`src/rtl/dmix_spdif_rx_top.sv`:
```
// S/PDIF biphase-mark receiver: oversampled edge timing -> preamble/slot decode -> one strobe per subframe.
// valid_o fires 3 clk after the preamble edge that completes the P slot; no backpressure, the strobe is not held.
module dmix_spdif_rx_top #(
  parameter int CLKS_PER_UI = 8
) (
  input  logic        clk,
  input  logic        rst,
  input  logic        spdif_i,
  output logic [23:0] data_o,
  output logic        ch_o,
  output logic        blk_o,
  output logic        v_o,
  output logic        u_o,
  output logic        c_o,
  output logic        parity_err_o,
  output logic        valid_o,
  output logic        lock_o
);

  typedef enum logic [1:0] {HUNT, PRE, DATA} state_t;

  localparam logic [1:0] C_ERR = 2'd0;
  localparam logic [1:0] C_1   = 2'd1;
  localparam logic [1:0] C_2   = 2'd2;
  localparam logic [1:0] C_3   = 2'd3;

  // Thresholds are compared against 2*width so that the half-UI boundaries stay integral.
  localparam logic [9:0] LIM_1  = 10'(3 * CLKS_PER_UI);
  localparam logic [9:0] LIM_2  = 10'(5 * CLKS_PER_UI);
  localparam logic [9:0] LIM_3  = 10'(7 * CLKS_PER_UI);
  localparam logic [8:0] LIM_TO = 9'(4 * CLKS_PER_UI);

  state_t      state, next_state;
  logic        sync1, sync2, sync3;
  logic        edge_det;
  logic [7:0]  cnt;
  logic [8:0]  width;
  logic [9:0]  width2;
  logic [1:0]  pc;
  logic        timeout;

  logic [1:0]  pre_idx;
  logic [1:0]  p1, p2;
  logic        half;
  logic [4:0]  bit_cnt;
  logic [27:0] sr;
  logic [27:0] sr_next;
  logic        cur_ch, cur_blk;

  logic        err, goto_pre1, enter_data, new_ch, new_blk;
  logic        bit_vld, bit_val, set_half, done;

  assign edge_det = sync2 ^ sync3;
  assign width    = {1'b0, cnt} + 9'd1;
  assign width2   = {width, 1'b0};
  assign timeout  = !edge_det && (width >= LIM_TO);
  assign sr_next  = {bit_val, sr[27:1]};

  always_comb begin
    pc = C_ERR;
    if (width2 < LIM_1)      pc = C_1;
    else if (width2 < LIM_2) pc = C_2;
    else if (width2 < LIM_3) pc = C_3;
  end

  always_ff @(posedge clk or negedge rst) begin
    if (!rst) state <= HUNT;
    else      state <= next_state;
  end

  always_comb begin
    next_state = state;
    err        = 1'b0;
    goto_pre1  = 1'b0;
    enter_data = 1'b0;
    new_ch     = 1'b0;
    new_blk    = 1'b0;
    bit_vld    = 1'b0;
    bit_val    = 1'b0;
    set_half   = 1'b0;
    done       = 1'b0;
    if (timeout) begin
      err        = 1'b1;
      next_state = HUNT;
    end else if (edge_det) begin
      case (state)
        HUNT: begin
          if (pc == C_3) begin
            next_state = PRE;
            goto_pre1  = 1'b1;
          end
        end
        PRE: begin
          if (pc == C_ERR || (pre_idx == 2'd0 && pc != C_3)) begin
            err        = 1'b1;
            next_state = HUNT;
          end else if (pre_idx == 2'd3) begin
            case ({p1, p2, pc})
              {C_1, C_1, C_3}: begin enter_data = 1'b1; new_blk = 1'b1; end
              {C_3, C_1, C_1}: enter_data = 1'b1;
              {C_2, C_1, C_2}: begin enter_data = 1'b1; new_ch = 1'b1; end
              default:         err = 1'b1;
            endcase
            next_state = enter_data ? DATA : HUNT;
          end
        end
        DATA: begin
          if (pc == C_3) begin
            // A long pulse here is most likely the next preamble arriving early: resync on it.
            err        = 1'b1;
            goto_pre1  = 1'b1;
            next_state = PRE;
          end else if (pc == C_ERR || (half && pc != C_1)) begin
            err        = 1'b1;
            next_state = HUNT;
          end else if (half) begin
            bit_vld = 1'b1;
            bit_val = 1'b1;
          end else if (pc == C_2) begin
            bit_vld = 1'b1;
          end else begin
            set_half = 1'b1;
          end
          if (bit_vld && bit_cnt == 5'd27) begin
            done       = 1'b1;
            next_state = PRE;
          end
        end
        default: next_state = HUNT;
      endcase
    end
  end

  always_ff @(posedge clk or negedge rst) begin
    if (!rst) begin
      sync1        <= 1'b0;
      sync2        <= 1'b0;
      sync3        <= 1'b0;
      cnt          <= 8'd0;
      pre_idx      <= 2'd0;
      p1           <= C_ERR;
      p2           <= C_ERR;
      half         <= 1'b0;
      bit_cnt      <= 5'd0;
      sr           <= 28'd0;
      cur_ch       <= 1'b0;
      cur_blk      <= 1'b0;
      data_o       <= 24'd0;
      ch_o         <= 1'b0;
      blk_o        <= 1'b0;
      v_o          <= 1'b0;
      u_o          <= 1'b0;
      c_o          <= 1'b0;
      parity_err_o <= 1'b0;
      valid_o      <= 1'b0;
      lock_o       <= 1'b0;
    end else begin
      sync1 <= spdif_i;
      sync2 <= sync1;
      sync3 <= sync2;

      if (edge_det)          cnt <= 8'd0;
      else if (cnt != 8'hFF) cnt <= cnt + 8'd1;

      if (goto_pre1) begin
        pre_idx <= 2'd1;
      end else if (done) begin
        pre_idx <= 2'd0;
      end else if (state == PRE && edge_det && !err) begin
        pre_idx <= pre_idx + 2'd1;
        if (pre_idx == 2'd1) p1 <= pc;
        if (pre_idx == 2'd2) p2 <= pc;
      end

      if (enter_data) begin
        cur_ch  <= new_ch;
        cur_blk <= new_blk;
        bit_cnt <= 5'd0;
        half    <= 1'b0;
      end else if (bit_vld) begin
        sr      <= sr_next;
        bit_cnt <= bit_cnt + 5'd1;
        half    <= 1'b0;
      end else if (set_half) begin
        half <= 1'b1;
      end

      valid_o <= done;
      if (done) begin
        data_o       <= sr_next[23:0];
        v_o          <= sr_next[24];
        u_o          <= sr_next[25];
        c_o          <= sr_next[26];
        parity_err_o <= ^sr_next;
        ch_o         <= cur_ch;
        blk_o        <= cur_blk;
      end

      if (err)       lock_o <= 1'b0;
      else if (done) lock_o <= 1'b1;
    end
  end

endmodule

```
`config.mk`:
```
export PLATFORM = sky130hd
export DESIGN_NAME = dmix_spdif_rx_top
export DESIGN_NICKNAME = d
export VERILOG_FILES = /design/src/rtl/dmix_spdif_rx_top.sv
export SDC_FILE = /design/constraint.sdc
export NUM_CORES = 1
export LEC_CHECK = 0
export ABC_AREA = 1
export CAP_MARGIN = 20
export CORE_MARGIN = 1.5
export CORE_UTILIZATION = 55
export CTS_BUF_LIST = sky130_fd_sc_hd__clkbuf_2
export DETAILED_ROUTE_END_ITERATION = 7
export GPL_ROUTABILITY_DRIVEN = 1
export MAX_ROUTING_LAYER = met4
export PLACE_DENSITY_LB_ADDON = 0.1
export SLEW_MARGIN = 20
export SYNTH_ARGS = -nofsm -noshare
export SYNTH_HDL_FRONTEND = slang
export SYNTH_SLANG_ARGS = --single-unit
```
`constraint.sdc`:
```
create_clock -name clk -period 2.05 [get_ports clk]
set_input_delay 0.41 -clock clk [delete_from_list [all_inputs] [get_ports clk]]
set_output_delay 0.41 -clock clk [all_outputs]
set_load 0.05 [all_outputs]
```
# After elaboration in Yosys (flattened, before gate mapping)
# Cells that the tools add are included.
dict set report op_classes {
  multipliers 0
  muxes 87
  n_shift 0
  reduce_logical 26
  n_addsub 4
  n_bitwise 4
  div_mod_pow 0
  magnitude_cmp 4
  n_eq_ne 17
}
# cell count
set ops {}
lappend ops {{1-bit two-way mux} 66}
lappend ops {{2-bit two-way mux} 15}
lappend ops {{28-bit XOR reduction} 1}
lappend ops {{10-bit by 6-bit < comparator with 1-bit output (second input constant)} 2}
lappend ops {{8-bit two-way mux} 2}
lappend ops {{6-bit == test (second input constant)} 2}
lappend ops {{4-bit AND reduction} 3}
lappend ops {{2-bit == test (second input constant)} 5}
lappend ops {{10-bit by 5-bit < comparator with 1-bit output (second input constant)} 1}
lappend ops {{5-bit two-way mux} 2}
lappend ops {{8-bit by 1-bit adder with 9-bit output (second input constant)} 1}
lappend ops {{9-bit by 6-bit >= comparator with 1-bit output (second input constant)} 1}
lappend ops {{8-bit by 1-bit adder with 8-bit output (second input constant)} 1}
lappend ops {{8-bit != test (second input constant)} 1}
lappend ops {{2-bit nonzero test} 4}
lappend ops {{6-bit by 5-bit == test with 1-bit output (second input constant)} 1}
lappend ops {{1-bit logical AND} 6}
lappend ops {{2-bit zero test} 3}
lappend ops {{2-bit case mux with 3 select lines} 1}
lappend ops {{3-bit nonzero test} 2}
lappend ops {{5-bit by 1-bit adder with 5-bit output (second input constant)} 1}
lappend ops {{5-bit == test (second input constant)} 1}
lappend ops {{5-bit != test (second input constant)} 1}
lappend ops {{2-bit by 1-bit == test with 1-bit output (second input constant)} 2}
lappend ops {{13 further kinds} 17}
dict set report word_totals {
  romBits 0
  elab_cells 164
  output_inout_bits 32
  ram_bits 0
  ff_bits 87
  latchBits 0
  memories 0
  inputBits 3
}

# Depth between registers and ports, before layout
dict set report depth {
  ltp_word 20
  depth_mapped 20
  depth_no_buf 20
}

# Least setup slack after synthesis
# OpenSTA, ideal clock, no wires.
dict set report synth_timing {
  kind {flip-flop to flip-flop}
  startpoint {reg cnt[0]}
  endpoint {reg u_o}
  stages_incl_launch_ff 15
  t_required_ps 1930
  slack_ps -168
  synth_period_minus_slack_ps 2218
  n_path_buf 1
  setup_ps 120
  arrival_ps 2099
  cell_sequence {dfrtp_1 ha_1 nand2_1 nor2_1 nand2_1 nand3_4 nor2_8 nand2_2 o21ai_4 nand3_4 nor2_8 inv_4 buf_6 nand2_2 o21ai_2}
}
dict set report synth_via {
  elab_chain_cells 18
  elab_cells_between_ends 27
  cone_classes {add/sub (1); order compare (4); eq/ne (3); mux (14); reduce/logical (5)}
}
# element line_no
set synth_lines {}
lappend synth_lines {{start: declaration} 36} ;# logic [7:0] cnt;
lappend synth_lines {{start signal: assignment} 163} ;# else if (cnt != 8'hFF) cnt <= cnt + 8'd1;
lappend synth_lines {{8-bit by 1-bit adder with 9-bit output (*)} 54} ;# assign width = {1'b0, cnt} + 9'd1;
lappend synth_lines {{10-bit by 6-bit < comparator with 1-bit output} 63} ;# else if (width2 < LIM_3) pc = C_3;
lappend synth_lines {{2-bit two-way mux} 63}
lappend synth_lines {{2-bit two-way mux} 62} ;# else if (width2 < LIM_2) pc = C_2;
lappend synth_lines {{2-bit two-way mux} 61} ;# if (width2 < LIM_1) pc = C_1;
lappend synth_lines {{2-bit == test / 2-bit by 1-bit != test with 1-bit output (equally long branches)} {119, 113}}
lappend synth_lines {{1-bit two-way mux / 1-bit logical AND (equally long branches)} {119, 113}}
lappend synth_lines {{1-bit two-way mux / 1-bit logical OR (equally long branches)} {116, 113}}
lappend synth_lines {{(+3 left out)} n/a}
lappend synth_lines {{1-bit two-way mux} 85} ;# end else if (edge_det) begin
lappend synth_lines {{1-bit two-way mux} 82} ;# if (timeout) begin
lappend synth_lines {{1-bit logical AND} 124} ;# if (bit_vld && bit_cnt == 5'd27) begin
lappend synth_lines {{1-bit two-way mux} 124}
lappend synth_lines {{1-bit two-way mux} 86} ;# case (state)
lappend synth_lines {{1-bit two-way mux} 85}
lappend synth_lines {{1-bit two-way mux (*)} 82}
lappend synth_lines {{named net done} 51} ;# logic bit_vld, bit_val, set_half, done;
lappend synth_lines {{end signal: assignment} 192} ;# u_o <= sr_next[25];
lappend synth_lines {{end: declaration} 13} ;# output logic u_o,
# The timed path passes the listed nets; every way through them passes the cells marked *. The select of a mux whose other input is x is not followed.
# A chain may end at the register's enable or synchronous reset.

# Worst setup path after layout
dict set report layout_timing {
  startpoint {reg cnt[0]}
  endpoint {reg data_o[4]}
}
dict set report layout_via {
  elab_chain_cells 18
  elab_cells_between_ends 27
  cone_classes {add/sub (1); order compare (4); eq/ne (3); mux (14); reduce/logical (5)}
}
# element line_no
set layout_lines {}
lappend layout_lines {{8-bit by 1-bit adder with 9-bit output (*)} 54}
lappend layout_lines {{10-bit by 6-bit < comparator with 1-bit output} 63}
lappend layout_lines {{2-bit two-way mux} 63}
lappend layout_lines {{2-bit two-way mux} 62}
lappend layout_lines {{2-bit two-way mux} 61}
lappend layout_lines {{2-bit == test / 2-bit by 1-bit != test with 1-bit output (equally long branches)} {119, 113}}
lappend layout_lines {{1-bit two-way mux / 1-bit logical AND (equally long branches)} {119, 113}}
lappend layout_lines {{1-bit two-way mux / 1-bit logical OR (equally long branches)} {116, 113}}
lappend layout_lines {{(+3 left out)} n/a}
lappend layout_lines {{1-bit two-way mux} 85}
lappend layout_lines {{1-bit two-way mux} 82}
lappend layout_lines {{1-bit logical AND} 124}
lappend layout_lines {{1-bit two-way mux} 124}
lappend layout_lines {{1-bit two-way mux} 86}
lappend layout_lines {{1-bit two-way mux} 85}
lappend layout_lines {{1-bit two-way mux (*)} 82}
lappend layout_lines {{named net done} 51}
lappend layout_lines {{end signal: assignment} 190} ;# data_o <= sr_next[23:0];
lappend layout_lines {{end: declaration} 9} ;# output logic [23:0] data_o,
# Marks and branches as above.

==> out/results.tsv <==
metric	value	unit
Tightest Hold Check Type	primary input to async pin	
post-synth top area share	47.3	%
Syn Inst Count	478	
Area Overhead vs Synth	39.2	%
CTS tree	built	
Crit. Startpoint	cnt[0]	
crit start category	flop	
vias per cell	5.27	
Layout Skew	29.1	ps
vias in the first global route	3701	
asr flop ratio synth	100	%
number of clock sinks	86	
DP Worst Slack	-374	ps
Worst VDD drop	0.000553	V
WL/cell	16.7	um
syn_nets	492	
die width	94.0	um
most used routing layer	met2	
Worst R2R Start	cnt[0]	
final net count	594	
part of the cycle the worst path needs	118	%
die area	0.00883	sq mm
Root Buffer Master	clkbuf_2	
Final Slew Violations	0	
final setup fails	75	
Initial Utilization	57.7	%
I/O pins	35	
Pwr Density	538	mW/mm^2
status	finished with violations	
Post-synth EDFFs	0	
via count of the routed design	3621	
warnings from Yosys	0	
Main synth FF type	dfrtp_1	
Crit Path Class	flop to flop	
final worst setup slack	-368	ps
mapped cell area	0.00455	sq mm
CP required	2550	ps
Seq/Total Area, Yosys	47.3	%
RSZ-0062 raised after global routing	true	
antenna violations before repair	0	
Core Footprint	0.00789	sq mm
GRT Total Usage	26.9	%
maximum buffer depth of the clock tree	2	
CP Data Arrival Time	2910	ps
minimum clock period	2420	ps
DRT Wirelength	11500	um
post-layout util	80.3	%
met1 Use GR	32.0	%
final hold vios	0	
post-route ant nets	0	
Rows	32	
Detailed Routing Iterations Pass 1	5	
Synth Register Bits	86	
Hold Slack	241	ps
Max Cap Violations	0	
Clock Latency Late Sink	570	ps
grt total ovfl	0	
area leader, netlist	dfrtp_1	
IO Port Bufs	34	
Commonest cells post-synth	dfrtp_1, nand2_1, inv_1, o21ai_2, nand2_2	
CTS buffer count	9	
largest net degree at the start of global routing	62	
LEAKAGE	2.93	nW
1st-iter DRT viols	119	
top-count cell post-synth	dfrtp_1	
synth unique cells	34	
mean cell area of the mapped netlist	9.52	sq um
maximum clock rate	414	MHz
Synth area leaders	dfrtp_1, o21ai_2, nand2_2	
share of cells above drive strength 1	46.2	%
worst-path maximum fanout	7	
Die H	94.0	um
routing usage on met2	46.4	%
# diodes	0	
Least-Margin Pin Slew	528	ps
Placer Congestion	0.881	
Post-DP HPWL	6170	um
first-pass GRT wire length	17600	um
CTS H-tree depth	3	
# DRC	0	
crit end category	flop	
clock-pin slew on the worst setup and hold paths	260	ps
failing checks	negative setup slack	
met3 GRT Util	4.61	%
Slew headroom	65.0	%
## cells in the final DEF, fill, tap and decap left out, types with 4 or more instances in the layout
cell,synthesis,layout
inv_4,1,5
o21ai_1,3,6
ha_1,11,10
dfrtp_1,86,85
buf_4,0,39
inv_16,0,5
inv_1,57,51
nand3_2,3,9
nand2_4,0,52
xor2_1,10,9
xnor2_1,20,20
buf_6,7,8
o21ai_0,14,7
nor2_1,22,16
nor2_4,3,8
dlygate4sd2_1,0,24
clkbuf_2,0,11
nand2_1,78,49
nand4_1,9,9
nand3_1,19,9
nor2_2,3,4
o21ai_2,49,51
inv_2,8,9
buf_12,0,11
clkdlybuf4s15_1,0,6
nand2_2,47,23
nand3_4,2,6
## report_power, final
| part | internal, mW | total, mW | leakage (nW) | switching (mW) |
|---|---|---|---|---|
| sequential | 1.76 | 1.81 | 1.18 | 0.0539 |
| combinational | 0.351 | 0.805 | 1.68 | 0.453 |
| clock | 0.163 | 0.793 | 0.0601 | 0.630 |
## path summary, 6_finish.rpt
kind | endpoint | slack [ps] | cells after the start
max | data_o[4] | -370 | 18
min | data_o[10] | 240 | 2
max in group asynchronous | bit_cnt[2] | 1160 | 3
min reg2reg | sync2 | 380 | 0
max reg2reg | data_o[4] | -370 | 18
min in group clk | sync1 | 270 | 1
## metal layers
| metal | wire, um | part of all wire [%] |
|---|---|---|
| met2 | 6070 | 53 |
| met5 | 0 | 0 |
| met4 | 420 | 3.7 |
| met1 | 4630 | 40 |
| met3 | 368 | 3.2 |
## per-stage QoR
stage | TNS [ps] | area, sq um | std cells | total power [mW]
floorplan | -6810 | 4590 | 478 | 2.19
global placement | -14420 | 5260 | 638 | 2.36
finish | -21730 | 6340 | 687 | 3.41
detailed placement | -18890 | 5260 | 638 | 2.39
CTS | -17780 | 5940 | 678 | 3.30
global route | -31750 | 6340 | 687 | 3.59
## sequential cells by signal, summed over array words and instances (netlist names), 2 cells and up
name,flops
data_o,24
sr,27
state,2
p2,2
pre_idx,2
bit_cnt,5
p1,2
cnt,8
## kinds of logic (layout without fill, tap and decap cells)
family                     count (synthesis)  after routing  synth area share, %
AOI/OAI and AO/OA                         80             80                 13.5
xor gates and xnor gates                  30             30                 5.77
adders and majority gates                 11             11                 3.02
buffers and inverters                     77            184                 8.11
DFF                                       86             86                 47.3
and+or+nand+nor                          194            194                 22.3
## timing repair
item / CTS / global route
pin swaps: 19 / 29
setup buffers: 15 / 12
hold buffers: 1 / 0
hold endpoints to repair: 25 / 0
endpoints found under the setup margin: 106 / 80
gates cloned: 8 / 1
resized for setup: 124 / 89
## layout make-up
type / count / area (sq um)
multi-input combinational: 315 / 2570
tap: 102 / 128
clock inverter: 7 / 47.5
inverter: 66 / 277
fill: 490 / 1550
sequential: 86 / 2150
timing repair buffer: 96 / 996
clock buffer: 9 / 45.0
timing repair inverter: 6 / 119
## worst max-delay path, cell delays in order, from the launching register on
cell,delay [ps]
dfrtp_2,490
ha_4,180
nand2_4,80
inv_4,40
nand2_2,50
nand2_1,40
nand2_1,80
nand2_2,90
nor2_8,190
inv_2,70
nor2_4,110
inv_2,50
o21ai_4,80
nand3_4,130
nor2_8,150
clkbuf_16,180
buf_16,170
inv_16,60
o21ai_2,110
Note: power is estimated with default switching activity, not from simulation.
